`src/rtl/battleship_game_ctrl.sv`:
```
// Battleship turn controller: ship-count selection, placement, alternating
// player/PC turns with turn timer, PC think delay/retries and win detection.
module battleship_game_ctrl #(
   parameter int SHIP_W       = 3,
   parameter int MAX_SHIPS    = 5,
   parameter int TIMER_W      = 30,
   parameter int TURN_CYCLES  = 750000000,
   parameter int PC_DELAY     = 4,
   parameter int MAX_RETRY    = 3,
   parameter int BONUS_ON_HIT = 1
) (
   input  logic               clk,
   input  logic               rst_n,
   input  logic               btn,
   input  logic [SHIP_W-1:0]  num_ships,
   input  logic               place_done,
   input  logic               shot_valid,
   input  logic               shot_hit,
   input  logic               shot_sunk,
   output logic [3:0]         state_o,
   output logic               sel_ships,
   output logic               place_ships,
   output logic               turn_player,
   output logic               turn_pc,
   output logic               check_en,
   output logic [TIMER_W-1:0] timer_left,
   output logic               timeout,
   output logic [SHIP_W-1:0]  ships_total,
   output logic [SHIP_W-1:0]  pc_sunk,
   output logic [SHIP_W-1:0]  player_sunk,
   output logic               game_over,
   output logic               winner
);

   localparam int DELAY_W = (PC_DELAY > 1) ? $clog2(PC_DELAY) : 1;
   localparam int RETRY_W = (MAX_RETRY > 1) ? $clog2(MAX_RETRY) : 1;
   localparam logic [TIMER_W-1:0] TIMER_RELOAD = TIMER_W'(TURN_CYCLES - 1);
   localparam logic [SHIP_W-1:0]  SHIPS_MAX    = SHIP_W'(MAX_SHIPS);
   localparam logic [DELAY_W-1:0] DELAY_LAST   = DELAY_W'(PC_DELAY - 1);
   localparam logic [RETRY_W-1:0] RETRY_LAST   = RETRY_W'(MAX_RETRY - 1);
   localparam logic               BONUS        = (BONUS_ON_HIT != 0);

   typedef enum logic [3:0] {
      S_SELECT    = 4'd0,
      S_PLACE     = 4'd1,
      S_P_TURN    = 4'd2,
      S_P_CHECK   = 4'd3,
      S_P_EVAL    = 4'd4,
      S_PC_WAIT   = 4'd5,
      S_PC_CHECK  = 4'd6,
      S_PC_EVAL   = 4'd7,
      S_GAME_OVER = 4'd8
   } state_e;

   state_e              state_q, state_d;
   logic [TIMER_W-1:0]  timer_q, timer_d;
   logic                timeout_q, timeout_d;
   logic [SHIP_W-1:0]   ships_total_q, ships_total_d;
   logic [SHIP_W-1:0]   pc_sunk_q, pc_sunk_d;
   logic [SHIP_W-1:0]   player_sunk_q, player_sunk_d;
   logic                winner_q, winner_d;
   logic                hit_q, hit_d;
   logic                sunk_q, sunk_d;
   logic [DELAY_W-1:0]  delay_q, delay_d;
   logic [RETRY_W-1:0]  retry_q, retry_d;
   logic [SHIP_W-1:0]   pc_sunk_inc, player_sunk_inc;

   // Sunk counters saturate at the latched ship count.
   assign pc_sunk_inc     = (sunk_q && (pc_sunk_q < ships_total_q))     ? pc_sunk_q + 1'b1     : pc_sunk_q;
   assign player_sunk_inc = (sunk_q && (player_sunk_q < ships_total_q)) ? player_sunk_q + 1'b1 : player_sunk_q;

   always_comb begin
      // NOTE: every _d gets a default up front so no path through the case can infer a latch.
      state_d       = state_q;
      timer_d       = timer_q;
      timeout_d     = 1'b0;
      ships_total_d = ships_total_q;
      pc_sunk_d     = pc_sunk_q;
      player_sunk_d = player_sunk_q;
      winner_d      = winner_q;
      hit_d         = hit_q;
      sunk_d        = sunk_q;
      retry_d       = retry_q;

      case (state_q)
         S_SELECT: begin
            if (btn) begin
               if (num_ships == '0)           ships_total_d = SHIP_W'(1);
               else if (num_ships > SHIPS_MAX) ships_total_d = SHIPS_MAX;
               else                            ships_total_d = num_ships;
               state_d = S_PLACE;
            end
         end
         S_PLACE: begin
            if (place_done) begin
               timer_d = TIMER_RELOAD;
               state_d = S_P_TURN;
            end
         end
         S_P_TURN: begin
            retry_d = '0;
            if (timer_q != '0) timer_d = timer_q - 1'b1;
            if (btn) begin
               state_d = S_P_CHECK;
            end else if (timer_q == '0) begin
               timeout_d = 1'b1;
               state_d   = S_PC_WAIT;
            end
         end
         S_P_CHECK: begin
            if (shot_valid) begin
               hit_d   = shot_hit;
               sunk_d  = shot_sunk;
               state_d = S_P_EVAL;
            end else begin
               state_d = S_P_TURN;
            end
         end
         S_P_EVAL: begin
            retry_d   = '0;
            pc_sunk_d = pc_sunk_inc;
            if (pc_sunk_inc == ships_total_q) begin
               winner_d = 1'b0;
               state_d  = S_GAME_OVER;
            end else if (hit_q && BONUS) begin
               timer_d = TIMER_RELOAD;
               state_d = S_P_TURN;
            end else begin
               state_d = S_PC_WAIT;
            end
         end
         S_PC_WAIT: begin
            if (delay_q == DELAY_LAST) state_d = S_PC_CHECK;
         end
         S_PC_CHECK: begin
            if (shot_valid) begin
               hit_d   = shot_hit;
               sunk_d  = shot_sunk;
               state_d = S_PC_EVAL;
            end else if (retry_q == RETRY_LAST) begin
               retry_d = '0;
               timer_d = TIMER_RELOAD;
               state_d = S_P_TURN;
            end else begin
               retry_d = retry_q + 1'b1;
               state_d = S_PC_WAIT;
            end
         end
         S_PC_EVAL: begin
            retry_d       = '0;
            player_sunk_d = player_sunk_inc;
            if (player_sunk_inc == ships_total_q) begin
               winner_d = 1'b1;
               state_d  = S_GAME_OVER;
            end else if (hit_q && BONUS) begin
               state_d = S_PC_WAIT;
            end else begin
               timer_d = TIMER_RELOAD;
               state_d = S_P_TURN;
            end
         end
         S_GAME_OVER: begin
            if (btn) begin
               pc_sunk_d     = '0;
               player_sunk_d = '0;
               winner_d      = 1'b0;
               ships_total_d = '0;
               state_d       = S_SELECT;
            end
         end
         default: state_d = S_SELECT;
      endcase

      // Think delay restarts on every fresh entry into PC_WAIT.
      delay_d = ((state_q == S_PC_WAIT) && (state_d == S_PC_WAIT)) ? delay_q + 1'b1 : '0;
   end

   // NOTE: state registers use non-blocking assignments so all flops update together at the edge.
   always_ff @(posedge clk or negedge rst_n) begin
      if (!rst_n) begin
         state_q       <= S_SELECT;
         timer_q       <= TIMER_RELOAD;
         timeout_q     <= 1'b0;
         ships_total_q <= '0;
         pc_sunk_q     <= '0;
         player_sunk_q <= '0;
         winner_q      <= 1'b0;
         hit_q         <= 1'b0;
         sunk_q        <= 1'b0;
         delay_q       <= '0;
         retry_q       <= '0;
      end else begin
         state_q       <= state_d;
         timer_q       <= timer_d;
         timeout_q     <= timeout_d;
         ships_total_q <= ships_total_d;
         pc_sunk_q     <= pc_sunk_d;
         player_sunk_q <= player_sunk_d;
         winner_q      <= winner_d;
         hit_q         <= hit_d;
         sunk_q        <= sunk_d;
         delay_q       <= delay_d;
         retry_q       <= retry_d;
      end
   end

   assign state_o     = state_q;
   assign sel_ships   = (state_q == S_SELECT);
   assign place_ships = (state_q == S_PLACE);
   assign turn_player = (state_q == S_P_TURN);
   assign turn_pc     = (state_q == S_PC_WAIT);
   assign check_en    = (state_q == S_P_CHECK) || (state_q == S_PC_CHECK);
   assign game_over   = (state_q == S_GAME_OVER);
   assign timer_left  = timer_q;
   assign timeout     = timeout_q;
   assign ships_total = ships_total_q;
   assign pc_sunk     = pc_sunk_q;
   assign player_sunk = player_sunk_q;
   assign winner      = winner_q;

endmodule

```
`config.mk`:
```
export PLATFORM = sky130hd
export DESIGN_NAME = battleship_game_ctrl
export DESIGN_NICKNAME = d
export VERILOG_FILES = /design/src/rtl/battleship_game_ctrl.sv
export SDC_FILE = /design/constraint.sdc
export NUM_CORES = 1
export LEC_CHECK = 0
export ABC_AREA = 1
export CORE_MARGIN = 2
export CORE_UTILIZATION = 45
export CTS_CLUSTER_SIZE = 10
export DETAILED_ROUTE_END_ITERATION = 7
export GPL_TIMING_DRIVEN = 0
export PLACE_DENSITY = 0.69
export RECOVER_POWER = 50
export SLEW_MARGIN = 15
export SYNTH_ARGS = -nofsm -noshare
export SYNTH_HDL_FRONTEND = slang
export SYNTH_SLANG_ARGS = --single-unit
```
`constraint.sdc`:
```
create_clock -name clk -period 5.7 [get_ports clk]
set_input_delay 1.14 -clock clk [delete_from_list [all_inputs] [get_ports clk]]
set_output_delay 1.14 -clock clk [all_outputs]
set_load 0.02 [all_outputs]
```
==> results of run 1 <==
==> state kept, by name, summed over array words and instances (netlist names) <==
signal	count
delay_q	2
hit_q	1
pc_sunk	3
player_sunk	3
retry_q	2
ships_total	3
state_o	4
sunk_q	1
timeout	1
timer_left	30
winner	1
==> through the flow <==
| step | worst slack, ns | cells | total power, mW | hold WS (ns) | util [%] |
|---|---|---|---|---|---|
| after global routing | 1.81 | 708 | 2.87 | 0.486 | 56.8 |
| after detailed placement | 2.46 | 700 | 2.41 | 0.422 | 55.9 |
| final | 2.09 | 708 | 2.61 | 0.434 | 56.8 |
| after floorplan | 3.20 | 538 | 1.86 | 0.410 | - |
| after global placement | 1.86 | 700 | 2.39 | 0.419 | 55.9 |
| after CTS | 2.10 | 708 | 2.64 | 0.437 | 57.0 |
==> power groups by stage <==
stage | Clock (mW) | Combinational [mW] | Sequential (mW)
detailed placement | 0 | 1.68 | 0.727
CTS | 0.223 | 1.69 | 0.722
finish | 0.212 | 1.67 | 0.724
floorplan | 0 | 1.04 | 0.824
global placement | 0 | 1.67 | 0.726
global route | 0.234 | 1.89 | 0.746
==> cells in the mapped netlist (4+ instances only) <==
| cell type | number |
|---|---|
| clkbuf_1 | 5 |
| dfrtp_1 | 33 |
| dfstp_2 | 18 |
| ha_1 | 9 |
| inv_1 | 60 |
| inv_2 | 7 |
| nand2_1 | 167 |
| nand3_1 | 79 |
| nand4_1 | 13 |
| nor2_1 | 70 |
| nor2_4 | 4 |
| nor3_1 | 6 |
| o21ai_0 | 10 |
| o22ai_1 | 7 |
| or2_2 | 7 |
| xor2_1 | 10 |
==> area by class of cell <==
type	count	area (um^2)
timing repair buffer	60	594
buffer	12	78.8
sequential	51	1300
clock buffer	6	72.6
inverter	67	251
clock inverter	2	12.5
multi-input combinational	408	1980
fill	775	3360
tap	102	128
==> final timing paths <==
kind	to	slack, ns
worst max-delay path	turn_player	2.09
worst min-delay path	delay_q[0]	0.43
worst max register to register	timer_left[12]	2.96
worst min register to register	delay_q[0]	0.43
max in group asynchronous	timer_left[22]	2.35
min in group asynchronous	timeout	1.73
==> logic make-up (layout without fill, tap and decap cells) <==
family / after synthesis / count (layout)
DFF: 51 / 51
buffers and inverters: 79 / 147
and+or+nand+nor: 359 / 359
xor gates and xnor gates: 13 / 13
adders and majority gates: 9 / 9
muxes: 1 / 1
AOI/OAI and AO/OA: 26 / 26
==> cells in the final DEF, fill, tap and decap left out <==
cell               n
clkbuf_1           8
and3_1             1
xnor2_1            3
o31ai_1            2
o22ai_1            7
dfrtp_1           33
clkinv_2           1
mux2_2             1
nor4_1             1
nor3_1             6
o211ai_1           1
clkbuf_8           5
ha_1               9
o21ai_0           10
or2_2              7
a21oi_1            4
buf_4              3
nand2_1          167
inv_1             61
o2111ai_1          1
nand3_2            3
nor2_1            70
dlygate4sd3_1      6
clkdlybuf4s50_1   53
clkinvlp_4         1
dfstp_2           18
o21bai_1           1
nor2_4             4
buf_6              3
nor2_2             3
nand2_4            1
xor2_1            10
nand4_1           14
inv_2              6
nand2_2            1
nand3b_1           2
nand3_1           79
==> layer usage <==
metal | vias up | track usage (%) | routed length, um
met2 | 103 | 35.2 | 4190
met5 | - | 0 | 0
met4 | 0 | 4.47 | 78
met1 | 1673 | 35.3 | 4910
li1 | 1852 | - | -
met3 | 8 | 3.14 | 546
==> critical path, stage by stage, from the launching register on <==
cell	delay [ns]
dfrtp_1	0.46
inv_1	0.06
nor2_1	0.12
nand2_1	0.15
inv_1	0.17
clkbuf_1	0.48
clkdlybuf4s50_1	0.72
==> metrics.yaml, run 1 <==
core-area_mm2: 0.00777
viasPerCell: 5.14
drc: 0
cts.repair.resized: 0
drtIter0Drc: 267
r2r_cells: 12
num_vias: 3636
fmax_mhz: 277
start_util_pct: 46.6
die-area_mm2: 0.00877
postCtsSetupRepairBufs: 0
yosysUniqueCellTypes: 35
ys_ff_latch: 51
hold-path-cell-count: 1
hp-class: "flip-flop to flip-flop"
cts_tree: "built"
synth_top_family_by_area: "simple AND/OR/NAND/NOR gates"
drive_gt1_share_pct: 9.41
row_count: 32
gp_congestion: 0.932
p_clk_share_pct: 8.1
ys.flop_type: "dfrtp_1"
grt_antenna_before_repair: 0
vdd_ir_drop_max_mv: 0.291
die_w_um: 93.6
wl_per_cell_um: 13.7
path_clk_slew_ns: 0.09
netlist_instances: 538
synth_compound_area_share_pct: 4.33
dp_hpwl_um: 7340
die-height_um: 93.6
final_design_area_no_fill_mm2: 0.00441
end_kind: "output pin"
period_needed_ns: 3.61
post-route-period-util_pct: 63.3
synth_fa_ha_area_share_pct: 3.11
ctsLongestPathBuffers: 2
antenna_cells: 0
ys_warn_count: 0
grt_max_degree: 52
area_growth_pct: 22.0
async_flop_share_pct: 100
synth_edf_count: 0
placed_area_mm2: 0.00434
grt_pass1_vias: 3314
cts_inserted_buffers: 5
clock-root-buffer: "clkbuf_8"
routed_wl_um: 9720
synth_nets: 557
pin_count: 61
crit_fanout: 10
setup_viol_count_final: 0
cellPowerDensity_mw_per_mm2: 592
p_leak_nw: 2.17
p_seq_share_pct: 27.7
holdBufCountCts: 0
worstHoldStart: "delay_q[0]"
synth_top_area_share_pct: 22.8
finalMaxSlewViolations: 52
seq_area_frac_synth_pct: 35.9
fin_tns_setup_ns: 0
worstPathRequired_ns: 4.56
track_usage_pct: 23.2
synth_xor_area_share_pct: 3.15
cp.arrival_ns: 2.47
intPower_mw: 1.28
hold_viol: 0
worstMarginPinSlew_ns: 2.84
switching_power_mw: 1.33
grt_pass1_wl_um: 16400
worstSetupStartpointType: "flip-flop"
io_buffer_count: 60
slew_headroom_pct: -89.6
clock-skew-final_ns: 0.00977
status: "complete, but fails checks"
violations: "max-capacitance violations, max-slew violations"
clock_sinks: 51
r2r_start: "ships_total[2]"
switching_share_pct: 50.8
htreeDepth: 2
netlist_area_mm2: 0.00362
synth.avg_cell_area_um2: 6.72
ant_nets: 0
fin_nets: 624
insertion_delay_ns: 0.31
crit_start: "state_o[1]"
grt-ovfl-total: 0
drt_first_pass_iters: 5
synth_mux_area_share_pct: 0.311
synthSimpleGateAreaFrac_pct: 44.0
yosys-top-cells-area: "dfrtp_1, nand2_1, dfstp_2"
rsz0062_at_grt: "false"
power_frac_comb_pct: 64.1
critPathKind: "flip-flop to output pin"
cap_violations: 1
synth_top_area_cell: "dfrtp_1"
Power figures use the tool's default switching activity.
==> run 2, diff against run 1 <==
- clock period: 5.7 -> 3.6 ns (I/O delays scaled with it)
==> run 2 against run 1 <==
The run still ends with max-capacitance violations, max-slew violations left. Combinational power increased by 58%. Via count increased by 0.58%. Critical path depth unchanged. Wire length about the same. Power increased by 58%. Clock-buffer cell count unchanged. Setup slack got worse by 1.7 ns. Clock skew about the same. Hold slack about the same. Global-route usage unchanged. Largest power group unchanged.
==> metrics.yaml, run 2 (synthesized netlist as in run 1, its figures left out) <==
die_w_um: 93.6  # unchanged
placed_area_mm2: 0.00434  # unchanged
pin_count: 61  # unchanged
critPathSlowestCell: "clkdlybuf4s50_1"
busiest_layer: "met1"
crit_start: "state_o[1]"
r2r-end: "timer_left[18]"
final_design_area_no_fill_mm2: 0.00441  # about the same
grt_pass1_wl_um: 16400  # unchanged
timing.critical_path.to: "turn_player"
start_util_pct: 46.6  # unchanged
row_count: 32  # unchanged
grt_max_degree: 52  # unchanged
finalMaxSlewViolations: 52  # unchanged
hold_viol: 0  # unchanged
grt_util_met3_pct: 3.14  # unchanged
rsz0062_at_grt: "false"
area_growth_pct: 21.9  # about the same
htreeDepth: 2  # unchanged
clock-root-buffer: "clkbuf_8"
core-area_mm2: 0.00777  # unchanged
die-area_mm2: 0.00877  # unchanged
num_vias: 3657  # +0.58%
largest_register_ffs: 30  # unchanged
post-route-period-util_pct: 88.9
worstMarginPinSlew_ns: 2.83  # -0.00975 ns
ant_nets: 0  # unchanged
cap_violations: 1  # unchanged
drt_first_pass_iters: 5  # unchanged
reg2reg_slack_ns: 0.99  # -1.97 ns
cts_tree: "built"
cp_cell_sequence: "inv_1 -> nor2_1 -> nand2_1 -> inv_1 -> clkbuf_1 -> clkdlybuf4s50_1"
p_leak_nw: 2.19  # +0.85%
holdBufCountCts: 0  # unchanged
fin_tns_setup_ns: 0  # unchanged
drtIter0Drc: 261  # -2.2%
violations: "max-capacitance violations, max-slew violations"
routed_wl_um: 9720  # about the same
vdd_ir_drop_max_mv: 0.463  # +59%
fmax_mhz: 312
power_mw: 4.12  # +58%
wl_per_cell_um: 13.7  # about the same
antenna_cells: 0  # unchanged
r2r_cells: 12  # unchanged
grt_antenna_before_repair: 0  # unchanged
ctsLongestPathBuffers: 2  # unchanged
clock-skew-final_ns: 0.00932  # -0.000449 ns
fin_util_pct: 56.8  # about the same
slew_headroom_pct: -89.0  # +0.65 points
grt-ovfl-total: 0  # unchanged
path_clk_slew_ns: 0.09  # about the same
hold_slack_ns: 0.434  # +0.000287 ns
postCtsSetupRepairBufs: 0  # unchanged
track_usage_pct: 23.2  # unchanged
met1_usage_pct: 35.3  # unchanged
status: "complete, but fails checks"
drive_gt1_share_pct: 9.24  # -0.17 points
worstPathRequired_ns: 2.88  # -1.68 ns
crit_fanout: 10  # unchanged
gp_congestion: 0.932  # unchanged
final_cell_mix: "nand2_1, nand3_1, nor2_1"
die-height_um: 93.6  # unchanged
insertion_delay_ns: 0.31  # about the same
io_buffer_count: 60  # unchanged
viasPerCell: 5.17  # +0.58%
max_stage_delay_ns: 0.72  # about the same
nFillCells: 773  # -0.26%
hp-class: "flip-flop to flip-flop"
use_met2_pct: 35.2  # unchanged
fin_nets: 624  # unchanged
drc: 0  # unchanged
grt_pass1_vias: 3314  # unchanged
cts.repair.resized: 0  # unchanged
worstSetupStartpointType: "flip-flop"
dp_hpwl_um: 7340  # unchanged
r2r_start: "ships_total[2]"
period_needed_ns: 3.20
critPathKind: "flip-flop to output pin"
end_kind: "output pin"
final_common_cell: "nand2_1"
clock_sinks: 51  # unchanged
setup_viol_count_final: 0  # unchanged
cp.arrival_ns: 2.48  # about the same
cellPowerDensity_mw_per_mm2: 935  # +58%
cts_inserted_buffers: 5  # unchanged
worst_path_most_repeated_cell: "inv_1"
run 2: worst min path at each step:
| stage | cells past startpoint | end | from | slack [ns] |
|---|---|---|---|---|
| 2_1_floorplan | 1 | delay_q[0] | delay_q[0] | 0.41 |
| 3_3_place_gp | 1 | delay_q[0] | delay_q[0] | 0.42 |
| 3_5_place_dp | 1 | delay_q[0] | delay_q[0] | 0.42 |
| 4_1_cts | 1 | delay_q[0] | delay_q[0] | 0.44 |
| 5_1_grt | 1 | delay_q[0] | delay_q[0] | 0.49 |
| 6_report | 1 | delay_q[0] | delay_q[0] | 0.43 |
run 2: stage by stage:
step | setup WS, ns | instances
2_1_floorplan | 1.44 | 538
4_1_cts | 0.425 | 708
6_report | 0.398 | 708
3_3_place_gp | 0.183 | 700
5_1_grt | 0.126 | 708
3_5_place_dp | 0.780 | 700
run 2: critical path: cells and delay by family (launching register included):
family | cells | cell delay [ns]
buf+inv | 4 | 1.44
simple gates | 2 | 0.27
flops | 1 | 0.45
run 2: layout make-up:
| type | instances | area (um^2) | share of cell area (%) |
|---|---|---|---|
| timing repair buffer | 60 | 594 | 13.5 |
| sequential | 51 | 1300 | 29.5 |
| inverter | 67 | 251 | 5.70 |
| clock buffer | 6 | 72.6 | 1.65 |
| clock inverter | 2 | 12.5 | 0.284 |
| tap | 102 | 128 | 2.89 |
| multi-input combinational | 408 | 1970 | 44.7 |
| buffer | 12 | 80.1 | 1.82 |
run 2: power by group:
group / leakage, nW / internal, mW / total, mW / switching, mW
clock network: 0.0412 / 0.137 / 0.337 / 0.200
registers: 0.624 / 0.875 / 1.15 / 0.270
logic: 1.52 / 1.01 / 2.64 / 1.63
total: 2.19 / 2.02 / 4.12 / 2.10
run 2: routing by layer:
metal  wire length (um)  part of all wire, %
met5                  0                    0
met4                 84                 0.86
met3                652                  6.7
met2               4130                   42
met1               4860                   50
==> run 3, diff against run 2 <==
- ABC_AREA: 1 -> unset
- PLACE_DENSITY: 0.69 -> 0.7
==> run 3 against run 2 <==
The run still ends with max-capacitance violations, max-slew violations left. Critical endpoint unchanged. First-iteration DRC count fell by 30%. Register-to-register slack got worse by 0.23 ns. Synthesized cell count fell by 29%. Hold slack improved by 0.024 ns. Core utilization rose by 1.4 points. Via count fell by 12%. Clock-buffer cell count did not move. Design area fell by 3.9%.
==> metrics.yaml, run 3 <==
row_count: 31  # -3.1%
hold-path-cell-count: 1  # unchanged
power_mw: 2.73  # -34%
yosysUniqueCellTypes: 70  # +100%
r2r_cells: 9  # -3
num_vias: 3209  # -12%
synth_edf_count: 0  # unchanged
p_leak_nw: 1.84  # -16%
cts.repair.resized: 0  # unchanged
synth_fa_ha_area_share_pct: 3.31  # +0.19 points
drt_first_pass_iters: 5  # unchanged
fin_tns_setup_ns: 0  # unchanged
track_usage_pct: 22.3  # -0.88 points
start_util_pct: 46.7  # +0.17 points
violations: "max-capacitance violations, max-slew violations"
die-area_mm2: 0.00828  # -5.5%
clock-skew-final_ns: 0.00849  # -0.000836 ns
fmax_mhz: 306  # -2.2%
r2r-end: "timer_left[1]"
path_clk_slew_ns: 0.10  # about the same
synth_top_area_share_pct: 24.2  # +1.4 points
grt-ovfl-total: 0  # unchanged
worstMarginPinSlew_ns: 1.63  # -1.21 ns
slew_headroom_pct: -8.66  # +80 points
synth_mux_area_share_pct: 2.20  # +1.9 points
finalMaxSlewViolations: 31  # -40%
cp.arrival_ns: 2.55  # +0.07 ns
gp_congestion: 0.881  # -5.5%
core-area_mm2: 0.00729  # -6.1%
synth_top_area_cell: "dfrtp_1"
cts_inserted_buffers: 5  # unchanged
worstSetupStartpointType: "flip-flop"
rsz0062_at_grt: "false"
grt_max_degree: 31  # -40%
drc: 0  # unchanged
final_cell_mix: "nand2_1, clkdlybuf4s50_1, dfrtp_1"
status: "complete, but fails checks"
antenna_cells: 0  # unchanged
viasPerCell: 5.82  # +13%
seq_area_frac_synth_pct: 38.1  # +2.2 points
synthSimpleGateAreaFrac_pct: 28.4  # -16 points
netlist_area_mm2: 0.00341  # -5.8%
worstPathRequired_ns: 2.88  # about the same
clock-root-buffer: "clkbuf_8"
place_ws_ns: 0.426  # -0.354 ns
setup_viol_count_final: 0  # unchanged
fin_ws_ns: 0.327  # -0.0709 ns
r2r_start: "ships_total[1]"
io_buffer_count: 60  # unchanged
grt_antenna_before_repair: 0  # unchanged
grt_pass1_wl_um: 15000  # -8.4%
critPathKind: "flip-flop to output pin"
netlist_instances: 383  # -29%
crit_fanout: 10  # unchanged
area_growth_pct: 24.4
ys_ff_latch: 51  # unchanged
dp_hpwl_um: 6670  # -9.1%
yosys-top-cells-area: "dfrtp_1, dfstp_2, nand2_1"
synth.avg_cell_area_um2: 8.90  # +32%
drtIter0Drc: 182  # -30%
synth_compound_area_share_pct: 20.7  # +16 points
synth_top_family_by_area: "simple AND/OR/NAND/NOR gates"
insertion_delay_ns: 0.31  # about the same
synth.most_common_cell: "nand2_1"
clock_sinks: 51  # unchanged
routed_wl_um: 9100  # -6.4%
cellPowerDensity_mw_per_mm2: 644  # -31%
die_w_um: 91.0  # -2.8%
synth_top_cells_by_count: "nand2_1, dfrtp_1, inv_1, o21ai_0, nor2_1"
synth_xor_area_share_pct: 2.06  # -1.1 points
hold_end: "delay_q[0]"
ant_nets: 0  # unchanged
wl_per_cell_um: 16.5  # +20%
period_needed_ns: 3.27  # +0.0709 ns
ys_warn_count: 0  # unchanged
reg2reg_slack_ns: 0.76  # -0.23 ns
fin_nets: 470  # -25%
post-route-period-util_pct: 90.9  # +2.0 points
drive_gt1_share_pct: 12.8  # +3.6 points
pin_count: 61  # unchanged
worstHoldStart: "delay_q[0]"
cts_tree: "built"
ys.flop_type: "dfrtp_1"
vdd_ir_drop_max_mv: 0.241  # -48%
ctsLongestPathBuffers: 2  # unchanged
hold_viol: 0  # unchanged
postCtsSetupRepairBufs: 0  # unchanged
end_kind: "output pin"
holdBufCountCts: 0  # unchanged
cap_violations: 1  # unchanged
largest_register_ffs: 30  # unchanged
die-height_um: 91.0  # -2.8%
synth_nets: 402  # -28%
async_flop_share_pct: 100  # unchanged
grt_pass1_vias: 3070  # -7.4%
final_common_cell: "nand2_1"
hp-class: "flip-flop to flip-flop"
htreeDepth: 2  # unchanged
## run 3: changes by cell type in the layout (fill, tap and decap cells not counted), moves of 6 or more
cell and delta:
nor3_1 +8, or3_1 +12, inv_1 -34, nand2b_1 +8, xor2_1 -6, nand4_1 -10, nand2_1 -117, nand3_1 -66
a21oi_1 +12, o21ai_0 +11, nor2_1 -51
## run 3: per-stage QoR
stage               hold WS [ns]  utilization (%)  instances  cell area [um^2]
global placement           0.427             56.7        542              4130
CTS                        0.393             58.4        551              4260
global route               0.467             58.1        551              4240
floorplan                  0.415                -        383              3410
finish                     0.458             58.1        551              4240
detailed placement         0.438             56.9        543              4150
## run 3: per-layer routing
layer	share of wire (%)	track usage [%]
met5	0	0
met4	1.1	5.68
met3	5.7	4.32
met2	45	34.3
met1	48	32.3
## run 3: logic make-up after synthesis
kind of cell,Yosys count
buffers and inverters,42
muxes,7
adders and majority gates,9
and+or+nand+nor,171
xor gates and xnor gates,8
AOI/OAI and AO/OA,95
DFF,51
## run 3: critical path: stages, from the launching register on
cell	delay (ns)
dfrtp_1	0.45
or2_2	0.34
or2_2	0.35
inv_1	0.13
clkbuf_2	0.30
clkdlybuf4s50_1	0.67
## run 3: worst max path at each step
stage,cells after the start,slack [ns],start,to
2_1_floorplan,10,0.97,ships_total[1],timer_left[7]
5_1_grt,5,0.24,state_o[3],turn_player
3_3_place_gp,1,0.28,rst_n,player_sunk[1]
6_report,5,0.33,state_o[3],turn_player
4_1_cts,5,0.07,state_o[3],turn_player
3_5_place_dp,5,0.43,state_o[3],turn_player
## run 3: layout make-up
type / instances / area [um^2]
Buffer: 14 / 72.6
Clock buffer: 6 / 72.6
Clock inverter: 2 / 37.5
Fill cell: 701 / 3050
Inverter: 28 / 105
Multi-Input combinational cell: 290 / 1930
Sequential cell: 51 / 1300
Tap cell: 99 / 124
Timing Repair Buffer: 61 / 598
## run 3: report_power, final
| group | total, mW | switching (mW) | internal [mW] |
|---|---|---|---|
| clock network | 0.405 | 0.197 | 0.208 |
| registers | 0.823 | 0.144 | 0.679 |
| logic | 1.50 | 0.904 | 0.596 |
| total | 2.73 | 1.25 | 1.48 |
